--- config.mk ---
export PLATFORM = sky130hd
export DESIGN_NAME = macro_select_seq
export DESIGN_NICKNAME = d
export VERILOG_FILES = /design/src/rtl/macro_select_seq_pkg.sv /design/src/rtl/macro_select_seq_phase_counter.sv /design/src/rtl/macro_select_seq.sv
export SDC_FILE = /design/constraint.sdc
export NUM_CORES = 1
export LEC_CHECK = 0
export BUFFER_PORTS_ARGS = -buffer_cell sky130_fd_sc_hd__clkbuf_2
export CAP_MARGIN = 20
export CORE_MARGIN = 2
export CORE_UTILIZATION = 50
export DETAILED_ROUTE_END_ITERATION = 10
export PLACE_DENSITY = 0.89
export SYNTH_ARGS = -nofsm -noshare
export SYNTH_HDL_FRONTEND = slang
export SYNTH_SLANG_ARGS = --single-unit
export TNS_END_PERCENT = 10
--- constraint.sdc ---
create_clock -name wb_clk_i -period 3.5 [get_ports wb_clk_i]
set_input_delay 0 -clock wb_clk_i [delete_from_list [all_inputs] [get_ports wb_clk_i]]
set_output_delay 0 -clock wb_clk_i [all_outputs]
set_load 0.005 [all_outputs]
--- src/rtl/macro_select_seq_pkg.sv ---
// Shared definitions for the macro select sequencer and the pad-line muxes.
//   sel_state_e    : sequencer phase encoding
//   MACRO_CFG_W    : width of the configuration select bus
//   MACRO_NUM      : number of selectable macros (legal selects 0..MACRO_NUM-1)
package macro_sel_pkg;

  localparam int unsigned MACRO_CFG_W = 4;
  localparam int unsigned MACRO_NUM   = 4;

  typedef enum logic [1:0] {
    IDLE   = 2'd0,
    DRAIN  = 2'd1,
    SWITCH = 2'd2,
    SETTLE = 2'd3
  } sel_state_e;

endpackage

--- src/rtl/macro_select_seq_phase_counter.sv ---
// Down-counter timing the DRAIN and SETTLE phases.
//   clk, rst   : clock, synchronous active-high reset (count returns to 0)
//   load       : load load_val (takes priority over dec)
//   load_val   : reload value for a new phase
//   dec        : decrement by one; ignored at zero so the count never wraps
//   zero_c     : count is zero (combinational from the count flop)
module phase_counter #(
  parameter int unsigned CNT_W = 3
) (
  input  logic             clk,
  input  logic             rst,
  input  logic             load,
  input  logic [CNT_W-1:0] load_val,
  input  logic             dec,
  output logic             zero_c
);

  logic [CNT_W-1:0] cnt_q;
  logic [CNT_W-1:0] cnt_d;

  // next count: load wins, then a non-wrapping decrement
  always_comb begin
    cnt_d = cnt_q;
    if (load) begin
      cnt_d = load_val;
    end else if (dec && (cnt_q != '0)) begin
      cnt_d = cnt_q - CNT_W'(1);
    end
  end

  always_ff @(posedge clk) begin
    if (rst) begin
      cnt_q <= '0;
    end else begin
      cnt_q <= cnt_d;
    end
  end

  assign zero_c = (cnt_q == '0);

endmodule

--- src/rtl/macro_select_seq.sv ---
// Glitch-free macro select sequencer for the top/side pad-line muxes.
// A new select is applied by gating all pad OEs off, draining, switching the
// select, settling, then releasing the OEs.
//   wb_clk_i, wb_rst_i  : clock, synchronous active-high reset
//   req_valid/req_ready : configuration request handshake (ready only in IDLE)
//   req_cfg             : requested macro select
//   configuration       : registered select driven to the pad-line muxes
//   busy                : switch in progress (DRAIN/SWITCH/SETTLE)
//   switch_done         : one-cycle pulse when an accepted request completes
//   err_bad_cfg         : one-cycle pulse when an out-of-range select is accepted
//   north_oe_selected   : mux OE bus in
//   north_oe_gated      : OE bus forced inactive while busy (combinational)
//   macro_i_hold        : macro input buffers hold their last value while busy
module macro_select_seq
  import macro_sel_pkg::*;
#(
  parameter int unsigned CFG_W         = MACRO_CFG_W,
  parameter int unsigned NUM_MACROS    = MACRO_NUM,
  parameter int unsigned PAD_W         = 10,
  parameter int unsigned SETTLE_CYCLES = 4,
  parameter int unsigned RESET_CFG     = 0
) (
  input  logic             wb_clk_i,
  input  logic             wb_rst_i,
  input  logic             req_valid,
  input  logic [CFG_W-1:0] req_cfg,
  output logic             req_ready,
  output logic [CFG_W-1:0] configuration,
  output logic             busy,
  output logic             switch_done,
  output logic             err_bad_cfg,
  input  logic [PAD_W-1:0] north_oe_selected,
  output logic [PAD_W-1:0] north_oe_gated,
  output logic             macro_i_hold
);

  localparam int unsigned CNT_W = (SETTLE_CYCLES < 1) ? 1 : $clog2(SETTLE_CYCLES + 1);
  localparam logic [CNT_W-1:0] PHASE_LOAD = CNT_W'(SETTLE_CYCLES - 1);

  // parameter sanity checks at elaboration
  if (SETTLE_CYCLES < 1) begin : g_bad_settle
    $error("macro_select_seq: SETTLE_CYCLES must be >= 1");
  end
  if (RESET_CFG >= NUM_MACROS) begin : g_bad_reset_cfg
    $error("macro_select_seq: RESET_CFG must be < NUM_MACROS");
  end

  sel_state_e       state_q, state_d;
  logic [CFG_W-1:0] cfg_q, cfg_d;
  logic [CFG_W-1:0] pend_q, pend_d;
  logic             busy_q, busy_d;
  logic             ready_q, ready_d;
  logic             done_q, done_d;
  logic             err_q, err_d;
  logic             cnt_load;
  logic             cnt_dec;
  logic             cnt_zero;
  logic             accept;
  logic             cfg_bad;

  assign accept  = req_valid && ready_q;
  assign cfg_bad = (32'(req_cfg) >= NUM_MACROS);

  phase_counter #(
    .CNT_W (CNT_W)
  ) u_phase_counter (
    .clk      (wb_clk_i),
    .rst      (wb_rst_i),
    .load     (cnt_load),
    .load_val (PHASE_LOAD),
    .dec      (cnt_dec),
    .zero_c   (cnt_zero)
  );

  // next-state and registered-output decode
  always_comb begin
    state_d  = state_q;
    cfg_d    = cfg_q;
    pend_d   = pend_q;
    done_d   = 1'b0;
    err_d    = 1'b0;
    cnt_load = 1'b0;
    cnt_dec  = 1'b0;

    case (state_q)
      IDLE: begin
        if (accept) begin
          if (cfg_bad) begin
            err_d = 1'b1;
          end else if (req_cfg == cfg_q) begin
            // already selected: complete without gating the OEs
            done_d = 1'b1;
          end else begin
            pend_d   = req_cfg;
            state_d  = DRAIN;
            cnt_load = 1'b1;
          end
        end
      end
      DRAIN: begin
        if (cnt_zero) begin
          state_d = SWITCH;
        end else begin
          cnt_dec = 1'b1;
        end
      end
      SWITCH: begin
        cfg_d    = pend_q;
        state_d  = SETTLE;
        cnt_load = 1'b1;
      end
      SETTLE: begin
        if (cnt_zero) begin
          state_d = IDLE;
          done_d  = 1'b1;
        end else begin
          cnt_dec = 1'b1;
        end
      end
      default: begin
        state_d = IDLE;
      end
    endcase

    busy_d  = (state_d != IDLE);
    ready_d = (state_d == IDLE);
  end

  always_ff @(posedge wb_clk_i) begin
    if (wb_rst_i) begin
      state_q <= IDLE;
      cfg_q   <= CFG_W'(RESET_CFG);
      pend_q  <= CFG_W'(RESET_CFG);
      busy_q  <= 1'b0;
      ready_q <= 1'b1;
      done_q  <= 1'b0;
      err_q   <= 1'b0;
    end else begin
      state_q <= state_d;
      cfg_q   <= cfg_d;
      pend_q  <= pend_d;
      busy_q  <= busy_d;
      ready_q <= ready_d;
      done_q  <= done_d;
      err_q   <= err_d;
    end
  end

  assign req_ready      = ready_q;
  assign configuration  = cfg_q;
  assign busy           = busy_q;
  assign switch_done    = done_q;
  assign err_bad_cfg    = err_q;
  assign macro_i_hold   = busy_q;
  assign north_oe_gated = north_oe_selected & {PAD_W{~busy_q}};

endmodule

# After elaboration in Yosys (flattened, before gate mapping)
# Index checks and enable logic that the tools add are counted.
[word_totals] reg_bits=17 input_bits=17 output_inout_bits=19 wordCells=53
[op_classes] mux=20 eq_ne=4 n_addsub=1 bitwise_logic=6 n_reduce_logical=12 n_lt_le_gt_ge=1
[op_table] operator="2-to-1 mux 2 bit" count=7
[op_table] operator="AND 10 bit" count=1
[op_table] operator="2-to-1 mux 1 bit" count=10
[op_table] operator="case mux 2 bit (4 select lines)" count=1
[op_table] operator="NOT 1 bit" count=5
[op_table] operator="== test 2 bit (second input constant)" count=2
[op_table] operator="== test 4 bit" count=1
[op_table] operator=">= comparator 4 x 3 -> 1 bit (second input constant)" count=1
[op_table] operator="zero test 2 bit" count=2
[op_table] operator="case mux 1 bit (2 select lines)" count=2
[op_table] operator="AND reduction 4 bit" count=1
[op_table] operator="nonzero test 2 bit" count=2
[op_table] operator="OR reduction 2 bit" count=2
[op_table] operator="zero test 3 bit" count=1
[op_table] operator="nonzero test 3 bit" count=1
[op_table] operator="OR reduction 3 bit" count=1
[op_table] operator="subtractor 3 x 1 -> 3 bit (second input constant)" count=1
[op_table] operator="== test 2 x 1 -> 1 bit (second input constant)" count=1
[op_table] operator="logical AND 1 bit" count=2

# Longest topological paths before layout
# Gate-level depths: netlist of the first run.
[depth] word_depth=6 depth_mapped=7 ltp_nobuf=6

# Cells and area by module
# Synthesis of the first run repeated with hierarchy kept, for this count alone.
[hier_totals] cells_unflattened=104 area_unflattened_um2=944.7
[modules_own_cells] module="macro_select_seq" cells_per_inst=83 seq_area_each_um2=280.3 area_per_inst_um2=762.0 instances=1
[modules_own_cells] module="phase_counter" cells_per_inst=21 seq_area_each_um2=60.1 area_per_inst_um2=182.7 instances=1

# Worst setup path before layout of the first run
# No wires, ideal clock.
[synth_path] path_type="reg-to-reg" startpoint="register state_q[0]" endpoint="register busy_q, in the netlist busy" n_path_buf=1 synth_period_minus_slack_ns=1.498 path_stages_with_launch=7 t_required_ns=3.366 setup_slack_ns=2.002 t_arrival_ns=1.364 setup_time_ns=0.134 path_cell_list="dfxtp_1 > inv_1 > ha_1 > buf_2 > a2111o_1 > o21ai_0 > a31oi_1"
[synth_between] elab_chain_len=5 word_cells_on_any_way=11 classes_between="eq/ne: 3; mux: 6; reduce/logical: 2"
[synth_lines] element="start: declaration" line="macro_select_seq.sv:48" source="sel_state_e state_q, state_d;"
[synth_lines] element="start signal: assignment" line="macro_select_seq.sv:139" source="state_q <= state_d;"
[synth_lines] element="2-to-1 mux 2 bit" line="macro_select_seq.sv:90" source="end else if (req_cfg == cfg_q) begin"
[synth_lines] element="2-to-1 mux 2 bit" line="macro_select_seq.sv:88" source="if (cfg_bad) begin"
[synth_lines] element="2-to-1 mux 2 bit" line="macro_select_seq.sv:87" source="if (accept) begin"
[synth_lines] element="case mux 2 bit (4 select lines) (*)" line="macro_select_seq.sv:85" source="case (state_q)"
[synth_lines] element="nonzero test 2 bit (*)" line="macro_select_seq.sv:125" source="busy_d = (state_d != IDLE);"
[synth_lines] element="end signal: assignment" line="macro_select_seq.sv:142" source="busy_q <= busy_d;"
[synth_lines] element="end: declaration" line="macro_select_seq.sv:51" source="logic busy_q, busy_d;"
# Every way passes the cells marked *; elsewhere a longest branch is shown, timed or not.
# A chain may end at the register's enable or synchronous reset.

# Final worst setup path of the first run
[layout_path] startpoint="register state_q[1]" endpoint="register pend_q[0]"
[layout_between] elab_chain_len=2
[layout_lines] element="zero test 2 bit" line="macro_select_seq.sv:85"
[layout_lines] element="AND reduction 4 bit (no line)"
[layout_lines] element="end signal: assignment" line="macro_select_seq.sv:133" source="pend_q <= CFG_W'(RESET_CFG);"
[layout_lines] element="end signal: assignment" line="macro_select_seq.sv:141" source="pend_q <= pend_d;"
[layout_lines] element="end: declaration" line="macro_select_seq.sv:50" source="logic [CFG_W-1:0] pend_q, pend_d;"
# Every way passes these cells.

==> results.yml, run 1 <==
power_and_ir_drop:
  finalPower_w: 0.0006252
  peakVddDrop_mv: 0.3455
  power.leakage_nw: 0.5064
  p_per_area_nw_per_um2: 542.0
placement:
  pre_cts_slack_ns: 1.638
  io_buffers: 35
  placed_area_sq_um: 1097
  dp_hpwl_um: 1499
  gp_congestion: 0.7342
global_route:
  grt_usage_pct: 18.82
  grt_max_degree: 20
  grt_pass1_vias: 744
  grt-ovfl-total: 0
  grt_pass1_wl_um: 2856
  antenna_found_initial: 0
timing:
  rsz0062_at_grt: "no"
  layout_min_cycle_time_ns: 1.913
  fin_setup_tns_ns: 0
  worst_pin_slew_ns: 0.4635
  min_period_over_period_pct: 54.66
  hold_viol: 0
  postLayoutSetupSlackWorst_ns: 1.587
  slew_viol_final: 0
  fin_skew_ns: 0.002652
  setup_viol: 0
  max-slew-margin-rel_pct: 68.78
  max_freq_ghz: 0.5227
  fin_hold_ws_ns: 0.02180
synth:
  synth_seq_cells: 17
  synth_simple_gate_area_share_pct: 25.24
  synth_seq_area_share_pct: 36.91
  synth_area_leader_cell: "dfxtp_1"
  synth.area.top_cells: "dfxtp_1 37%, ha_1 8.1%, nor2b_1 6.8%"
  yosysWarningCount: 0
  synth_top_family_by_area: "simple AND/OR/NAND/NOR gates"
  syn-cell-area_sq_um: 922.1
  muxShareOfSynthArea_pct: 7.734
  ys_async_sr_fraction_pct: 0
  syn_area_per_cell_sq_um: 10.02
  synth_flop_cell: "dfxtp_1"
  synthXorXnorAreaFrac_pct: 5.699
  ys_types: 31
  synth_edf_count: 0
  synth_compound_area_share_pct: 10.45
  syn_nets: 115
  synth_fa_ha_area_share_pct: 8.141
  yosysTopAreaCellShare_pct: 36.91
  synth_cells: 92
drt:
  antenna_left: 0
  dr.pass1.iters: 4
  drt_iter0_markers: 15
  via_per_inst: 5.214
  drc_errors: 0
  routedWlPerCell_um: 12.42
  drt-total-wl_um: 1912
  vias: 803
clocking:
  htree_num_levels: 1
  cts_hold_repair.buffers: 3
  cts_buffers: 3
  cts_buffer_depth: 2
  cts_sinks: 17
  cts_root_buf: "clkbuf_4"
  cts_resized: 0
  cts_setup_buffers: 0
  clkLatencyLatePin_ns: 0.29
  cts_tree: "yes"
  clk_pin_slew_ns: 0.09
floorplanning:
  num_rows: 15
  die_y_um: 46.95
  die_w_um: 46.95
  ioPinCount: 36
  start_util_pct: 53.41
  core_sq_um: 1727
  dieArea_sq_um: 2204
hold_path:
  hp-class: "in -> reg"
  hold-path-cell-count: 3
worst_setup_path:
  worst-setup-path-type: "reg -> reg"
  cp_num_buf_inv: 1
  cp_max_fo: 6
  reg2reg_slack_ns: 1.59
  critPathMaxStageDelay_ns: 0.49
  cp.depth: 6
  critPathArrivalTime_ns: 2.14
  critPathRequiredTime_ns: 3.72
  path_delay_family: "simple AND/OR/NAND/NOR gates"
  reg2reg_depth: 6
  crit_slowest_cell: "nor2b_2"
  worstSetupEndpointType: "flop"
  crit_chain: "inv_1 > ha_1 > nand3_1 > nor3_1 > nor2b_2 > mux2i_1"
  worstSetupStartpointType: "flop"
cells_and_area:
  finalNetCount: 153
  diodes: 0
  syn_to_final_growth_pct: 25.10
  final_layout_size_suffix_gt1_share_pct: 35.66
  design_area_sq_um: 1154
job:
  max-cap-violations: 0
status:
  status: "finished clean"
cells in the mapped netlist (2+ instances only):
cell type  instances
o21ai_0            3
a21oi_1            4
xor2_1             5
ha_1               6
nor4_4             2
mux2i_1            6
nand2b_1           5
dfxtp_1           17
nor3b_2            2
nor3_1             3
nor2b_1           10
nor2_1             5
inv_1              6
cell usage in the layout, fill, tap and decap left out, drive strengths merged, types with 3 or more instances in the layout:
cell type / synthesis / routed
clkbuf: 1 / 39
dfxtp: 17 / 17
nor2b: 11 / 11
inv: 6 / 6
mux2i: 6 / 6
ha: 6 / 6
nand2b: 6 / 6
xor2: 5 / 5
nor2: 5 / 5
a21oi: 4 / 4
nor3: 4 / 4
o21ai: 3 / 3
dlygate4sd3: 0 / 3
final cells by class:
class                   count  area, sq um
fillers                   149        573.1
multi-input cells          64        528.0
flip-flops and latches     17        340.3
repair buffers             38        205.2
well taps                  25        31.28
clock buffers               4        26.28
inverters                   6        22.52
path summary, 6_finish.rpt:
check                                            start                      to
worst min register to register  pend_q[1]$_SDFFE_PP0P_  pend_q[1]$_SDFFE_PP0P_
worst max register to register   state_q[1]$_SDFF_PP0_  pend_q[0]$_SDFFE_PP0P_
worst min-delay path                        req_cfg[3]  err_bad_cfg$_SDFF_PP0_
worst max-delay path             state_q[1]$_SDFF_PP0_  pend_q[0]$_SDFFE_PP0P_
through the flow:
step	instances	utilization (%)
after floorplan	92	-
after global placement	147	63.55
after detailed placement	147	63.55
after CTS	154	66.81
after global routing	154	66.81
final	154	66.81
where the power goes:
part           internal (W)  switching, W
logic              0.000124      0.000153
registers          0.000223     0.0000224
clock network     0.0000444     0.0000578
total              0.000392      0.000234
cell families (layout without fill, tap and decap cells):
group | count (synthesis) | count (layout)
compound gates | 14 | 14
fa+ha+maj | 6 | 6
xor+xnor | 6 | 6
mux | 7 | 7
flops | 17 | 17
buf+inv | 11 | 48
simple gates | 31 | 31
metal layers:
layer  GRT usage, %  part of all wire, %  routed length [um]
met1          16.94                   37                 707
met5              0                    0                   0
met3          2.308                  7.6                 146
met2          40.00                   53                1021
met4          8.333                  1.9                  36
flip-flops by register name, indices dropped and copies added, names as in the netlist:
| name | count |
|---|---|
| state_q | 2 |
| err_bad_cfg | 1 |
| req_ready | 1 |
| switch_done | 1 |
| u_phase_counter.cnt_q | 3 |
| busy | 1 |
| pend_q | 4 |
| configuration | 4 |
worst register-to-register path: cells and delay by family, from the launching register on:
| kind | cells | cell delay, ns |
|---|---|---|
| buffers and inverters | 1 | 0.11 |
| adder cells (fa/ha/maj) | 1 | 0.25 |
| multiplexers | 1 | 0.24 |
| AND/OR/NAND/NOR | 3 | 0.91 |
| flip-flops | 1 | 0.34 |
Note: power is estimated with default switching activity, not from simulation.
==> run 2: changes to the inputs <==
--- a/config.mk
+++ b/config.mk
@@ -8,9 +8,9 @@
 export BUFFER_PORTS_ARGS = -buffer_cell sky130_fd_sc_hd__clkbuf_2
 export CAP_MARGIN = 20
 export CORE_MARGIN = 2
-export CORE_UTILIZATION = 50
+export CORE_UTILIZATION = 47
 export DETAILED_ROUTE_END_ITERATION = 10
-export PLACE_DENSITY = 0.89
+export PLACE_DENSITY = 0.84
 export SYNTH_ARGS = -nofsm -noshare
 export SYNTH_HDL_FRONTEND = slang
 export SYNTH_SLANG_ARGS = --single-unit
==> constraint.sdc (replaced) <==
create_clock -name wb_clk_i -period 1.8 [get_ports wb_clk_i]
set_input_delay 0 -clock wb_clk_i [delete_from_list [all_inputs] [get_ports wb_clk_i]]
set_output_delay 0 -clock wb_clk_i [all_outputs]
set_load 0.005 [all_outputs]
==> results.yml, run 2 (synthesis results as in run 1) <==
placement:
  dp_hpwl_um: 1438
  gp_congestion: 0.7310
  io_buffers: 35
timing:
  fin_setup_tns_ns: 0
  max-slew-margin-rel_pct: 73.28
  setup_viol: 0
  min_period_over_period_pct: 90.23
  layout_min_cycle_time_ns: 1.624
  rsz0062_at_grt: "no"
  worst_pin_slew_ns: 0.3966
  slew_viol_final: 0
  fin_skew_ns: 0.003180
  fin_hold_ws_ns: 0.02698
  hold_viol: 0
  max_freq_ghz: 0.6157
drt:
  dr.pass1.iters: 4
  routedWlPerCell_um: 11.59
  drt-total-wl_um: 1843
  via_per_inst: 4.767
  drt_iter0_markers: 6
  antenna_left: 0
  vias: 758
  drc_errors: 0
worst_setup_path:
  critPathArrivalTime_ns: 1.78
  critPathRequiredTime_ns: 1.96
  worstSetupStartpointType: "flop"
  worstSetupEndpointType: "flop"
  reg2reg_depth: 5
  reg2reg_slack_ns: 0.18
  cp_max_fo: 5
  worst-setup-path-type: "reg -> reg"
floorplanning:
  num_rows: 16
  die_y_um: 48.30
  dieArea_sq_um: 2332
  start_util_pct: 48.49
  core_sq_um: 1902
  die_w_um: 48.30
  ioPinCount: 36
clocking:
  cts_tree: "yes"
  htree_num_levels: 1
  cts_buffer_depth: 2
  cts_root_buf: "clkbuf_4"
  cts_buffers: 3
  clkLatencyLatePin_ns: 0.28
  clk_pin_slew_ns: 0.09
  cts_sinks: 17
global_route:
  antenna_found_initial: 0
  grt-ovfl-total: 0
  grt_usage_pct: 16.39
  grt_pass1_wl_um: 2628
  grt_pass1_vias: 652
  grt_max_degree: 20
power_and_ir_drop:
  p_per_area_nw_per_um2: 1037
  peakVddDrop_mv: 0.7481
  power.leakage_nw: 0.5246
cells_and_area:
  finalNetCount: 156
  layout_common_cells: "35 x clkbuf_2, 17 x dfxtp_1, 10 x nor2b_1"
  diodes: 0
  fin_util_pct: 62.11
  final_layout_size_suffix_gt1_share_pct: 37.88
  syn_to_final_growth_pct: 28.09
  layout_commonest_cell: "clkbuf_2"
hold_path:
  hold-path-cell-count: 3
  hp-class: "in -> reg"
job:
  max-cap-violations: 0
status:
  status: "finished clean"
[run 2: where the power goes]
part	total [W]	switching, W	internal [W]	leakage (nW)
registers	0.000481	0.0000462	0.000434	0.138
logic	0.000549	0.000292	0.000257	0.371
clock network	0.000195	0.000109	0.0000861	0.0150
total	0.00123	0.000448	0.000778	0.525
[run 2: cell type report]
cell class | instances | area, sq um
Tap cell | 27 | 33.78
Sequential cell | 17 | 340.3
Multi-Input combinational cell | 64 | 533.0
Inverter | 6 | 22.52
Timing Repair Buffer | 41 | 225.2
Fill cell | 175 | 720.7
Clock buffer | 4 | 26.28
[run 2: stage by stage]
| step | power (W) | cells | cell area, sq um | worst slack (ns) |
|---|---|---|---|---|
| detailed placement | 0.001025 | 152 | 1122 | 0.08138 |
| CTS | 0.001224 | 157 | 1159 | 0.06086 |
| global placement | 0.0009965 | 152 | 1122 | 0.1991 |
| finish | 0.001225 | 159 | 1181 | 0.1759 |
| global route | 0.001330 | 159 | 1181 | 0.001506 |
| floorplan | 0.0008687 | 92 | 922.1 | 0.3015 |
[run 2: repair_timing]
| action | 4_1_cts | 5_1_grt |
|---|---|---|
| buffers inserted | 0 | 1 |
| endpoints found under the hold margin | 1 | 1 |
| setup endpoints to repair | 0 | 5 |
| hold buffers | 1 | 1 |
| gates resized for setup | 0 | 1 |
[run 2: final timing paths]
path | startpoint | end
setup / recovery | state_q[0]$_SDFF_PP0_ | busy$_SDFF_PP0_
hold / removal | req_cfg[3] | err_bad_cfg$_SDFF_PP0_
setup reg to reg | state_q[0]$_SDFF_PP0_ | busy$_SDFF_PP0_
hold reg to reg | pend_q[1]$_SDFFE_PP0P_ | pend_q[1]$_SDFFE_PP0P_
[run 2: critical path, stage by stage (launching register included)]
cell and delay, ns:
dfxtp_1 0.42, inv_1 0.09, ha_1 0.30, a2111o_1 0.36
o21ai_0 0.17, a31oi_1 0.15
[run 2: routing by layer]
layer	share of wire, %	global-route usage, %	up-vias	wire length (um)
li1	-	-	391	-
met1	41	19.19	343	757
met2	54	28.95	22	998
met3	3.4	3.333	2	62
met4	1.2	6.486	0	23
met5	0	0	-	0
